`config.mk`:
```
export PLATFORM = sky130hd
export DESIGN_NAME = fp16_sumsq_accumulator
export DESIGN_NICKNAME = d
export VERILOG_FILES = /design/src/rtl/fp16_pkg.sv /design/src/rtl/fp16_nonneg_add_core.sv /design/src/rtl/fp16_sumsq_accumulator.sv
export SDC_FILE = /design/constraint.sdc
export NUM_CORES = 1
export LEC_CHECK = 0
export BUFFER_PORTS_ARGS = -buffer_cell sky130_fd_sc_hd__buf_4
export CORE_ASPECT_RATIO = 0.9
export CORE_MARGIN = 2
export CORE_UTILIZATION = 56
export DETAILED_ROUTE_END_ITERATION = 7
export GPL_TIMING_DRIVEN = 0
export PLACE_DENSITY = 0.88
export REMOVE_ABC_BUFFERS = 1
export SETUP_SLACK_MARGIN = 0.5
export SYNTH_ARGS = -nofsm -noshare
export SYNTH_HDL_FRONTEND = slang
export SYNTH_SLANG_ARGS = --single-unit
```
`constraint.sdc`:
```
create_clock -name clk -period 4.9 [get_ports clk]
set_input_delay 0.49 -clock clk [delete_from_list [all_inputs] [get_ports clk]]
set_output_delay 0.49 -clock clk [all_outputs]
set_load 0.01 [all_outputs]
```
`src/rtl/fp16_pkg.sv`:
```
// Purpose: shared FP16 field widths, special-value encodings and accumulator types.
// Latency: n/a (declarations only).
// Backpressure: n/a.
package fp16_pkg;

  localparam int EXP_W = 5;
  localparam int MAN_W = 10;
  localparam int BIAS  = 15;
  localparam int SIG_W = MAN_W + 1;   // significand with hidden bit
  localparam int ALN_W = SIG_W + 3;   // significand plus guard, round, sticky

  localparam logic [15:0] FP16_POS_INF = 16'h7C00;
  localparam logic [15:0] FP16_QNAN    = 16'h7E00;
  localparam logic [15:0] FP16_ZERO    = 16'h0000;

  typedef enum logic [1:0] {
    ST_IDLE  = 2'd0,
    ST_ALIGN = 2'd1,
    ST_ADD   = 2'd2,
    ST_DONE  = 2'd3
  } fsm_state_t;

  // Registered hand-off between the align and add halves of the datapath.
  typedef struct packed {
    logic [EXP_W-1:0] exp_l;   // effective exponent of the larger operand
    logic [SIG_W-1:0] sig_l;   // significand of the larger operand
    logic [ALN_W-1:0] sig_s;   // aligned smaller significand with G/R/S
  } align_t;

endpackage

```
`src/rtl/fp16_nonneg_add_core.sv`:
```
// Purpose: combinational non-negative FP16 add, split into align and add/round halves.
// Latency: zero; the caller registers align_o before feeding it back as align_i.
// Backpressure: none, pure combinational datapath.
module fp16_nonneg_add_core
  import fp16_pkg::*;
(
  input  logic [14:0] a_mag,
  input  logic [14:0] b_mag,
  output align_t      align_o,
  input  align_t      align_i,
  output logic [14:0] sum_mag,
  output logic        sum_ovf
);

  logic [14:0]      l_mag, s_mag;
  logic [EXP_W-1:0] e_l, e_s, d;
  logic [SIG_W-1:0] sig_l, sig_s;
  logic [27:0]      wide;

  // Align: pick the larger magnitude and right-shift the smaller one with sticky collection.
  always_comb begin
    if (a_mag >= b_mag) begin
      l_mag = a_mag;
      s_mag = b_mag;
    end else begin
      l_mag = b_mag;
      s_mag = a_mag;
    end
    e_l   = (l_mag[14:10] == 5'd0) ? 5'd1 : l_mag[14:10];
    e_s   = (s_mag[14:10] == 5'd0) ? 5'd1 : s_mag[14:10];
    sig_l = {(l_mag[14:10] != 5'd0), l_mag[9:0]};
    sig_s = {(s_mag[14:10] != 5'd0), s_mag[9:0]};
    d     = e_l - e_s;
    wide  = {sig_s, 3'b000, 14'd0} >> d;
    align_o.exp_l = e_l;
    align_o.sig_l = sig_l;
    if (d >= 5'd14) begin
      align_o.sig_s = {13'd0, (sig_s != '0)};
    end else begin
      align_o.sig_s = wide[27:14] | {13'd0, (wide[13:0] != 14'd0)};
    end
  end

  logic [14:0] raw;
  logic [13:0] m;
  logic [5:0]  exp6;
  logic [5:0]  exp_f;
  logic        rnd;
  logic [15:0] res;

  // Add, renormalise a carry-out, round to nearest even and detect exponent overflow.
  always_comb begin
    raw = {1'b0, align_i.sig_l, 3'b000} + {1'b0, align_i.sig_s};
    if (raw[14]) begin
      m    = {raw[14:2], (raw[1] | raw[0])};
      exp6 = {1'b0, align_i.exp_l} + 6'd1;
    end else begin
      m    = raw[13:0];
      exp6 = {1'b0, align_i.exp_l};
    end
    // No hidden bit means both operands were denormal and the sum stayed denormal.
    exp_f = m[13] ? exp6 : 6'd0;
    rnd   = m[2] & (m[1] | m[0] | m[3]);
    // Rounding carry out of the mantissa ripples into the exponent naturally.
    res   = {exp_f, m[12:3]} + {15'd0, rnd};
    if (res[15:10] >= 6'd31) begin
      sum_mag = FP16_POS_INF[14:0];
      sum_ovf = 1'b1;
    end else begin
      sum_mag = res[14:0];
      sum_ovf = 1'b0;
    end
  end

endmodule

```
`src/rtl/fp16_sumsq_accumulator.sv`:
```
// Purpose: accumulates FRAME_LEN non-negative FP16 squares into one FP16 sum with ovf/nan flags.
// Latency: 3 cycles per sample (IDLE/ALIGN/ADD); sum valid 3 cycles after the last accept.
// Backpressure: in_ready low while a sample is in flight or a sum is held; DONE holds until out_ready.
module fp16_sumsq_accumulator
  import fp16_pkg::*;
#(
  parameter int FRAME_LEN = 4,
  parameter int CNT_W     = 16
) (
  input  logic        clk,
  input  logic        rst_n,
  input  logic        in_valid,
  output logic        in_ready,
  input  logic [15:0] in_data,
  output logic        out_valid,
  input  logic        out_ready,
  output logic [15:0] out_data,
  output logic        out_ovf,
  output logic        out_nan
);

  fsm_state_t       state_q, state_d;
  logic [14:0]      opnd_q;
  logic [14:0]      acc_q, acc_d;
  logic [CNT_W-1:0] count_q;
  logic             ovf_q, nan_q;
  align_t           align_d, align_q;
  logic [14:0]      core_sum;
  logic             core_ovf;
  logic             ovf_hit;
  logic             last_smp;
  logic             opnd_nan, opnd_inf, acc_inf;
  logic             sign_unused;

  // Squares are non-negative, so the sign bit carries no information.
  assign sign_unused = in_data[15];

  assign last_smp = (count_q == CNT_W'(FRAME_LEN - 1));
  assign opnd_nan = (opnd_q[14:10] == 5'h1F) && (opnd_q[9:0] != 10'd0);
  assign opnd_inf = (opnd_q[14:10] == 5'h1F) && (opnd_q[9:0] == 10'd0);
  assign acc_inf  = (acc_q[14:10] == 5'h1F);

  fp16_nonneg_add_core u_core (
    .a_mag   (opnd_q),
    .b_mag   (acc_q),
    .align_o (align_d),
    .align_i (align_q),
    .sum_mag (core_sum),
    .sum_ovf (core_ovf)
  );

  // State register.
  always_ff @(posedge clk or negedge rst_n) begin
    if (!rst_n) state_q <= ST_IDLE;
    else        state_q <= state_d;
  end

  // Next-state logic: one sample walks IDLE->ALIGN->ADD, the last one parks in DONE.
  always_comb begin
    state_d = state_q;
    case (state_q)
      ST_IDLE:  if (in_valid) state_d = ST_ALIGN;
      ST_ALIGN: state_d = ST_ADD;
      ST_ADD:   state_d = last_smp ? ST_DONE : ST_IDLE;
      ST_DONE:  if (out_ready) state_d = ST_IDLE;
      default:  state_d = ST_IDLE;
    endcase
  end

  // Output decode: the accumulator and sticky flags are shown directly and are frozen in DONE.
  always_comb begin
    in_ready  = (state_q == ST_IDLE);
    out_valid = (state_q == ST_DONE);
    out_data  = {1'b0, acc_q};
    out_ovf   = ovf_q;
    out_nan   = nan_q;
  end

  // Special values override the finite datapath result; NaN dominates Inf.
  always_comb begin
    acc_d   = core_sum;
    ovf_hit = 1'b0;
    if (nan_q || opnd_nan) begin
      acc_d = FP16_QNAN[14:0];
    end else if (acc_inf || opnd_inf) begin
      acc_d = FP16_POS_INF[14:0];
    end else begin
      ovf_hit = core_ovf;
    end
  end

  // Datapath registers: operand capture, align stage, accumulator, counter and sticky flags.
  always_ff @(posedge clk or negedge rst_n) begin
    if (!rst_n) begin
      opnd_q  <= '0;
      align_q <= '0;
      acc_q   <= FP16_ZERO[14:0];
      count_q <= '0;
      ovf_q   <= 1'b0;
      nan_q   <= 1'b0;
    end else begin
      case (state_q)
        ST_IDLE: begin
          if (in_valid) opnd_q <= in_data[14:0];
        end
        ST_ALIGN: begin
          align_q <= align_d;
        end
        ST_ADD: begin
          acc_q   <= acc_d;
          count_q <= count_q + CNT_W'(1);
          ovf_q   <= ovf_q | ovf_hit;
          nan_q   <= nan_q | opnd_nan;
        end
        ST_DONE: begin
          if (out_ready) begin
            acc_q   <= FP16_ZERO[14:0];
            count_q <= '0;
            ovf_q   <= 1'b0;
            nan_q   <= 1'b0;
          end
        end
        default: ;
      endcase
    end
  end

endmodule

```
==> results of run 1 <==
layer usage:
layer	up-vias	share of wire	global-route usage
met2	383	0.47	0.481
met5	-	0	0
met3	59	0.090	0.0626
met1	3006	0.42	0.424
met4	0	0.027	0.101
li1	2875	-	-
cells by family after synthesis:
kind of cell	count (synthesis)
simple gates	269
compound gates	218
flops	80
buf+inv	63
mux	53
fa+ha+maj	36
xor+xnor	28
other cells	1
flip-flops by register name (all words and copies together) (netlist names):
register / cells
opnd_q: 15
align_q: 30
count_q: 16
acc_q: 15
state_q: 2
out_ovf: 1
out_nan: 1
layout by cell type (no fill, tap or decap), drive strengths merged, types with 3 or more instances in the layout:
| cell type | netlist | final |
|---|---|---|
| nand4b | 3 | 3 |
| nor2 | 57 | 57 |
| a2111oi | 3 | 3 |
| inv | 29 | 29 |
| mux2 | 17 | 17 |
| nor3b | 3 | 3 |
| o211ai | 6 | 6 |
| nand3 | 28 | 28 |
| o21ai | 73 | 75 |
| mux4 | 3 | 3 |
| o21a | 3 | 3 |
| a211oi | 9 | 9 |
| nor3 | 9 | 9 |
| o22ai | 4 | 4 |
| nor4 | 7 | 7 |
| clkinv | 2 | 5 |
| clkbuf | 23 | 10 |
| nand2b | 11 | 11 |
| a21o | 9 | 9 |
| or4 | 3 | 3 |
| a22o | 11 | 11 |
| nand4 | 14 | 14 |
| a211o | 5 | 5 |
| and4 | 4 | 4 |
| dfrtp | 80 | 80 |
| o22a | 4 | 4 |
| xnor2 | 13 | 13 |
| mux2i | 33 | 33 |
| and2 | 8 | 8 |
| a22oi | 3 | 3 |
| nor2b | 8 | 8 |
| ha | 34 | 34 |
| buf | 9 | 81 |
| a21oi | 57 | 57 |
| and3 | 14 | 14 |
| a21boi | 6 | 6 |
| o31ai | 4 | 4 |
| nand2 | 92 | 92 |
| xor2 | 15 | 15 |
| a31oi | 7 | 7 |
final cells by class:
class                   count  area share
clock buffers              10      0.0310
clock inverters             4     0.00292
inverters                  31      0.0151
multi-input cells         608       0.581
flip-flops and latches     80       0.262
well taps                 152      0.0247
repair buffers             81      0.0837
what timing repair did:
item / CTS / global route
cloned: 3 / 0
pin swaps: 23 / 18
resized for setup: 54 / 40
buffers inserted: 24 / 18
endpoints found under the setup margin: 30 / 29
final timing paths:
check	to	slack, ns	cells past startpoint
hold / removal	opnd_q[0]	0.27	1
max in group asynchronous	opnd_q[6]	3.87	1
hold reg to reg	align_q[6]	0.50	2
setup / recovery	align_q[0]	0.17	17
setup reg to reg	align_q[0]	0.17	17
min in group clk	out_nan	0.34	2
through the flow:
stage | utilization | setup slack [ns]
6_report | 0.706 | 0.170
5_1_grt | 0.706 | 0.118
4_1_cts | 0.680 | 0.389
3_5_place_dp | 0.612 | -1.11
3_3_place_gp | 0.608 | -3.47
2_1_floorplan | - | -2.19
==> results by group, run 1 <==
Outcome
  • Outcome: finished clean

Critical path
  • Peak per-stage delay on the critical path: 0.77 ns
  • Data required time at the worst endpoint: 5.10 ns
  • Category of the most critical setup path: flip-flop to flip-flop
  • Critical Path, Cell by Cell: inv_2 -> ha_4 -> and3_4 -> a221o_1 -> a31oi_4 -> o21ai_4 -> a21oi_2 -> nand4_1 -> and2_4 -> ha_4 -> fa_2 -> clkinv_1 -> a21oi_1 -> o2111ai_2 -> o31a_1 -> o31ai_2 -> a31oi_1
  • Nature of the critical path startpoint: flip-flop
  • Worst r2r src: acc_q[4]
  • Critical Path Start: acc_q[4]
  • Crit-path most repeated cell: sky130_fd_sc_hd__ha_4
  • Worst path top cell family by delay: compound AO/OA/AOI/OAI gates
  • Critical path fanouts, max: 20
  • Element type at the critical path end: flip-flop
  • Arrival time of data at the critical path endpoint: 4.93 ns
  • Buf/Inv on CP: 2
  • Critical-path top delay cell: sky130_fd_sc_hd__fa_2

Placement
  • Placed cell areas: 6670 um2
  • Placed cell count: 907
  • Hpwl dp: 12.2 mm
  • Gpl congestion: 0.910
  • Count of buffers from port buffering: 37

Layout
  • FILL cells: 770
  • Area used by sequential logic in the layout: 2020 um2
  • Layout-stage area growth over the synthesis result: 22.2%
  • Final Cell Area: 7700 um2
  • Footprint of the multi-input gates: 4470 um2
  • Total number of nets in the final design: 867
  • Fraction of layout instances using a drive strength above 1: 0.249
  • Final antenna diode count: 0
  • Filler-free cell count of the finished design: 966

CTS
  • Number of buffers on the longest clock path: 2
  • Number of buffers created by CTS: 9
  • Clock input transition at the sequential cells of the worst setup and hold paths: 0.06 ns
  • Number of sinks driven by the clock tree: 80
  • Cts-stage hold buffer count: 0
  • Clock tree from TritonCTS: done
  • Total number of H-tree levels: 3
  • Clock Root Buffer: sky130_fd_sc_hd__clkbuf_16
  • Clock insertion delay at the later pin of the skew report: 0.34 ns

Logic synthesis
  • XOR/XNOR Fraction of Synth Area: 0.0389
  • Number of distinct library cells after synthesis: 75
  • Netlist area before placement: 6300 um2
  • Most common cell in the netlist: sky130_fd_sc_hd__nand2_1
  • Area fraction in compound gates after synthesis: 0.223
  • Adder-cell area share of the yosys netlist: 0.0739
  • Combinational family with the most area after synthesis: compound AO/OA/AOI/OAI gates
  • Post-synthesis register bit count: 80
  • Mux share of post-synthesis cell area: 0.0941
  • Simple-Gate Fraction of Synth Area: 0.211
  • Most common flop cell mapped by yosys: sky130_fd_sc_hd__dfrtp_1
  • Largest cells by area after synthesis: sky130_fd_sc_hd__dfrtp_1 (32%), sky130_fd_sc_hd__ha_1 (6.8%), sky130_fd_sc_hd__nand2_1 (5.5%)
  • Fraction of registers with async set/reset: 1.00
  • Average cell area after synthesis: 8.43 um2
  • Cell accounting for the most synthesized area: sky130_fd_sc_hd__dfrtp_1
  • Count of synthesis-stage warnings from yosys: 0
  • Leading cell types by count after synthesis: sky130_fd_sc_hd__nand2_1 (92), sky130_fd_sc_hd__dfrtp_1 (80), sky130_fd_sc_hd__o21ai_0 (59)
  • Top-area cell type share of the netlist area: 0.318
  • Sequential element share of the synthesized area: 0.318
  • Number of synthesized flops with an enable pin: 0
  • Number of standard cells after synthesis: 748

STA
  • Final critical delay including setup and external delays: 4.73 ns
  • Post-Route Skew: 0.00725 ns
  • Count of pins over their slew limit: 0
  • RSZ-0062 raised after global routing: true
  • Count of final hold-check violations: 0
  • Worst rel slew slack: 0.294
  • Fraction of the cycle the final worst path needs: 0.965
  • Final setup fails: 0
  • Setup TNS Final: 0 ns
  • Fmax: 211 MHz
  • Final worst hold slack: 0.275 ns
  • Actual transition at the worst max-transition pin: 1.05 ns

Detailed routing
  • Number of antenna-violating nets in the routed design: 0
  • Per-cell routed wire length: 19.2 um
  • Avg Vias per Cell: 6.55
  • Wirelength, routed: 18.6 mm
  • DRC violation count after routing: 0
  • Count of vias placed by the detailed router: 6323
  • Detailed Route Iter0 Violations: 812
  • First-pass iteration count of the detailed router: 6

Floorplanning
  • Ports placed on the boundary: 40
  • Height of the die: 105 um
  • # rows: 36
  • Initial Util: 0.578
  • Horiz. Die Dim: 116 um
  • Placeable Area: 10900 um2
  • Die Footprint: 12100 um2

Global routing
  • Total GRT Usage: 0.306
  • Initial antenna violation count: 0
  • Global-route wire length before repair: 29.7 mm
  • Largest net degree at the start of global routing: 81
  • Vias in the first global route: 5963
  • Overflow left after global routing: 0

Flow run
  • Maximum Capacitance Violations: 0

Worst hold path
  • Hold Path Class: primary input to async pin
Power of run 1 is left out: the tool's default activity adds up to more than one toggle a clock period on the data nets, which glitch-free logic cannot reach.
==> run 2, diff against run 1 <==
CAP_MARGIN = 20   (was unset)
CORE_UTILIZATION = 58   (was 56)
CTS_BUF_LIST = sky130_fd_sc_hd__clkbuf_4   (was unset)
PLACE_DENSITY = 0.91   (was 0.88)
==> run 2 against run 1 <==
Net effect: the run now ends with DRC, setup timing left; non-clock buffer count up 17; cell area is essentially flat; count of clock-buffer cells in the layout did not move; maximum frequency down 5.8%; critical path type unchanged.
==> results by group, run 2 (synthesized netlist as in run 1, its figures left out) <==
Critical path
  • Critical-path top delay cell: sky130_fd_sc_hd__mux4_2 (was sky130_fd_sc_hd__fa_2)
  • Worst path top cell family by delay: compound AO/OA/AOI/OAI gates (unchanged)
  • Buf/Inv on CP: 3 (was 2)
  • Critical path fanouts, max: 6 (was 20)
  • Arrival time of data at the critical path endpoint: 5.43 ns (was 4.93 ns)
  • Register-to-register setup slack: -0.12 ns (was 0.17 ns)
  • Element type at the critical path end: flip-flop (unchanged)
  • Peak per-stage delay on the critical path: 0.54 ns (was 0.77 ns)
  • Nature of the critical path startpoint: flip-flop (unchanged)
  • Category of the most critical setup path: flip-flop to flip-flop (unchanged)
  • Critical Path, Cell by Cell: inv_2 -> ha_4 -> and3_4 -> a221o_1 -> a31oi_4 -> o21ai_4 -> buf_6 -> nor3_1 -> a31oi_2 -> ha_4 -> fa_2 -> xor2_4 -> buf_6 -> mux4_2 -> mux2_4 -> a21boi_0 -> o22ai_1 -> o21ai_0 -> a31oi_1 (was inv_2 -> ha_4 -> and3_4 -> a221o_1 -> a31oi_4 -> o21ai_4 -> a21oi_2 -> nand4_1 -> and2_4 -> ha_4 -> fa_2 -> clkinv_1 -> a21oi_1 -> o2111ai_2 -> o31a_1 -> o31ai_2 -> a31oi_1)
  • Data required time at the worst endpoint: 5.31 ns (was 5.10 ns)

Detailed routing
  • Wirelength, routed: 23.8 mm (was 18.6 mm)
  • Detailed Route Iter0 Violations: 1269 (was 812)
  • DRC violation count after routing: 33 (was 0)
  • Count of vias placed by the detailed router: 7175 (was 6323)
  • First-pass iteration count of the detailed router: 8 (was 6)
  • Avg Vias per Cell: 7.44 (was 6.55)
  • Per-cell routed wire length: 24.7 um (was 19.2 um)
  • Number of antenna-violating nets in the routed design: 0 (unchanged)

CTS
  • Clock insertion delay at the later pin of the skew report: 0.48 ns (was 0.34 ns)
  • Clock input transition at the sequential cells of the worst setup and hold paths: 0.15 ns (was 0.06 ns)
  • Number of buffers on the longest clock path: 2 (unchanged)
  • Number of sinks driven by the clock tree: 80 (unchanged)
  • Total number of H-tree levels: 3 (unchanged)
  • Number of buffers created by CTS: 9 (unchanged)
  • Clock tree from TritonCTS: done (unchanged)
  • Clock Root Buffer: sky130_fd_sc_hd__clkbuf_4 (was sky130_fd_sc_hd__clkbuf_16)

Layout
  • Most frequent cells in the layout: sky130_fd_sc_hd__nand2_1 (90), sky130_fd_sc_hd__buf_4 (86), sky130_fd_sc_hd__dfrtp_1 (70) (was sky130_fd_sc_hd__nand2_1 (90), sky130_fd_sc_hd__buf_4 (76), sky130_fd_sc_hd__dfrtp_1 (68))
  • Layout-stage area growth over the synthesis result: 22.2% (about the same)
  • Area used by sequential logic in the layout: 2010 um2 (was 2020 um2)
  • Fraction of layout instances using a drive strength above 1: 0.263 (was 0.249)
  • Register with the most flip-flops: align_q (unchanged)
  • Largest register FFs: 30 (unchanged)
  • Post-layout utilization of the core: 0.718 (was 0.706)
  • FILL cells: 644 (was 770)
  • Footprint of the multi-input gates: 4490 um2 (was 4470 um2)
  • Commonest non-fill, non-tap cell in the layout: sky130_fd_sc_hd__nand2_1 (unchanged)
  • Total number of nets in the final design: 884 (was 867)
  • Final Cell Area: 7700 um2 (about the same)
  • Biggest registers after layout: align_q: 30 flops, count_q: 16 flops (unchanged)
  • Final antenna diode count: 0 (unchanged)

Placement
  • Placed cell areas: 6650 um2 (was 6670 um2)
  • Gpl congestion: 1.00 (was 0.910)
  • Hpwl dp: 11.7 mm (was 12.2 mm)
  • Count of buffers from port buffering: 37 (unchanged)

STA
  • RSZ-0062 raised after global routing: true (unchanged)
  • Count of final hold-check violations: 0 (unchanged)
  • Post-Route Skew: 0.0257 ns (was 0.00725 ns)
  • Final setup fails: 4 (was 0)
  • Fraction of the cycle the final worst path needs: 1.02 (was 0.965)
  • Worst rel slew slack: 0.258 (was 0.294)
  • Final critical delay including setup and external delays: 5.02 ns (was 4.73 ns)
  • Setup slack after layout: -0.120 ns (was 0.170 ns)
  • Fmax: 199 MHz (was 211 MHz)
  • Actual transition at the worst max-transition pin: 1.10 ns (was 1.05 ns)
  • Setup TNS Final: -0.223 ns (was 0 ns)
  • Count of pins over their slew limit: 0 (unchanged)

Outcome
  • Outcome: finished with violations (was finished clean)
  • Failing checks: DRC, setup timing

Worst hold path
  • Hold Path Class: primary input to flip-flop (was primary input to async pin)

Floorplanning
  • Height of the die: 103 um (was 105 um)
  • # rows: 36 (unchanged)
  • Horiz. Die Dim: 114 um (was 116 um)
  • Ports placed on the boundary: 40 (unchanged)
  • Die Footprint: 11700 um2 (was 12100 um2)
  • Placeable Area: 10700 um2 (was 10900 um2)
  • Initial Util: 0.588 (was 0.578)

Global routing
  • Initial antenna violation count: 1 (was 0)
  • Vias in the first global route: 5898 (was 5963)
  • Largest net degree at the start of global routing: 81 (unchanged)
  • Overflow left after global routing: 0 (unchanged)
  • Global-route wire length before repair: 29.5 mm (was 29.7 mm)
  • Total GRT Usage: 0.319 (was 0.306)

Flow run
  • Maximum Capacitance Violations: 0 (unchanged)
## run 2: cell types whose count changed in the layout (fill, tap and decap cells not counted), moves of 3 or more
cell and delta:
sky130_fd_sc_hd__clkbuf_16 -9, sky130_fd_sc_hd__o21ai_0 -3, sky130_fd_sc_hd__clkbuf_4 +10, sky130_fd_sc_hd__o21ai_1 +3
sky130_fd_sc_hd__buf_6 +4, sky130_fd_sc_hd__buf_4 +10
## run 2: worst paths after layout
check                           startpoint         end  depth (start not counted)
worst min register to register     out_ovf     out_ovf                          2
worst max-delay path              acc_q[4]  align_q[0]                         19
worst min-delay path             out_ready     out_nan                          2
min in group asynchronous            rst_n   opnd_q[5]                          2
worst max register to register    acc_q[4]  align_q[0]                         19
max in group asynchronous            rst_n    acc_q[6]                          3
## run 2: what timing repair did
action	4_1_cts	5_1_grt
hold buffers	0	1
hold endpoints to repair	0	4
pin swaps	21	18
setup endpoints to repair	30	27
gates resized for setup	51	50
buffers inserted	24	33
cloned	3	0
## run 2: area by class of cell
cell class / count / area share
clock inverter: 5 / 0.00325
inverter: 31 / 0.0151
timing repair buffer: 98 / 0.106
clock buffer: 10 / 0.00975
sequential: 80 / 0.262
tap: 133 / 0.0216
multi-input combinational: 608 / 0.583
## run 2: per-layer routing
layer,up-vias,share of wire,global-route usage
met3,260,0.14,0.0758
met5,-,0.00055,0
met4,2,0.087,0.129
met1,3266,0.34,0.416
li1,2892,-,-
met2,755,0.43,0.519
## run 2: through the flow
step                worst slack (ns)  hold slack, ns  std cells
floorplan                      -2.19           0.194        716
global placement               -3.31           0.464        886
detailed placement             -1.08           0.480        888
CTS                            0.399           0.207        930
global route                  -0.108           0.208        965
finish                        -0.120           0.214        965
Power of run 2 is left out for the same reason.
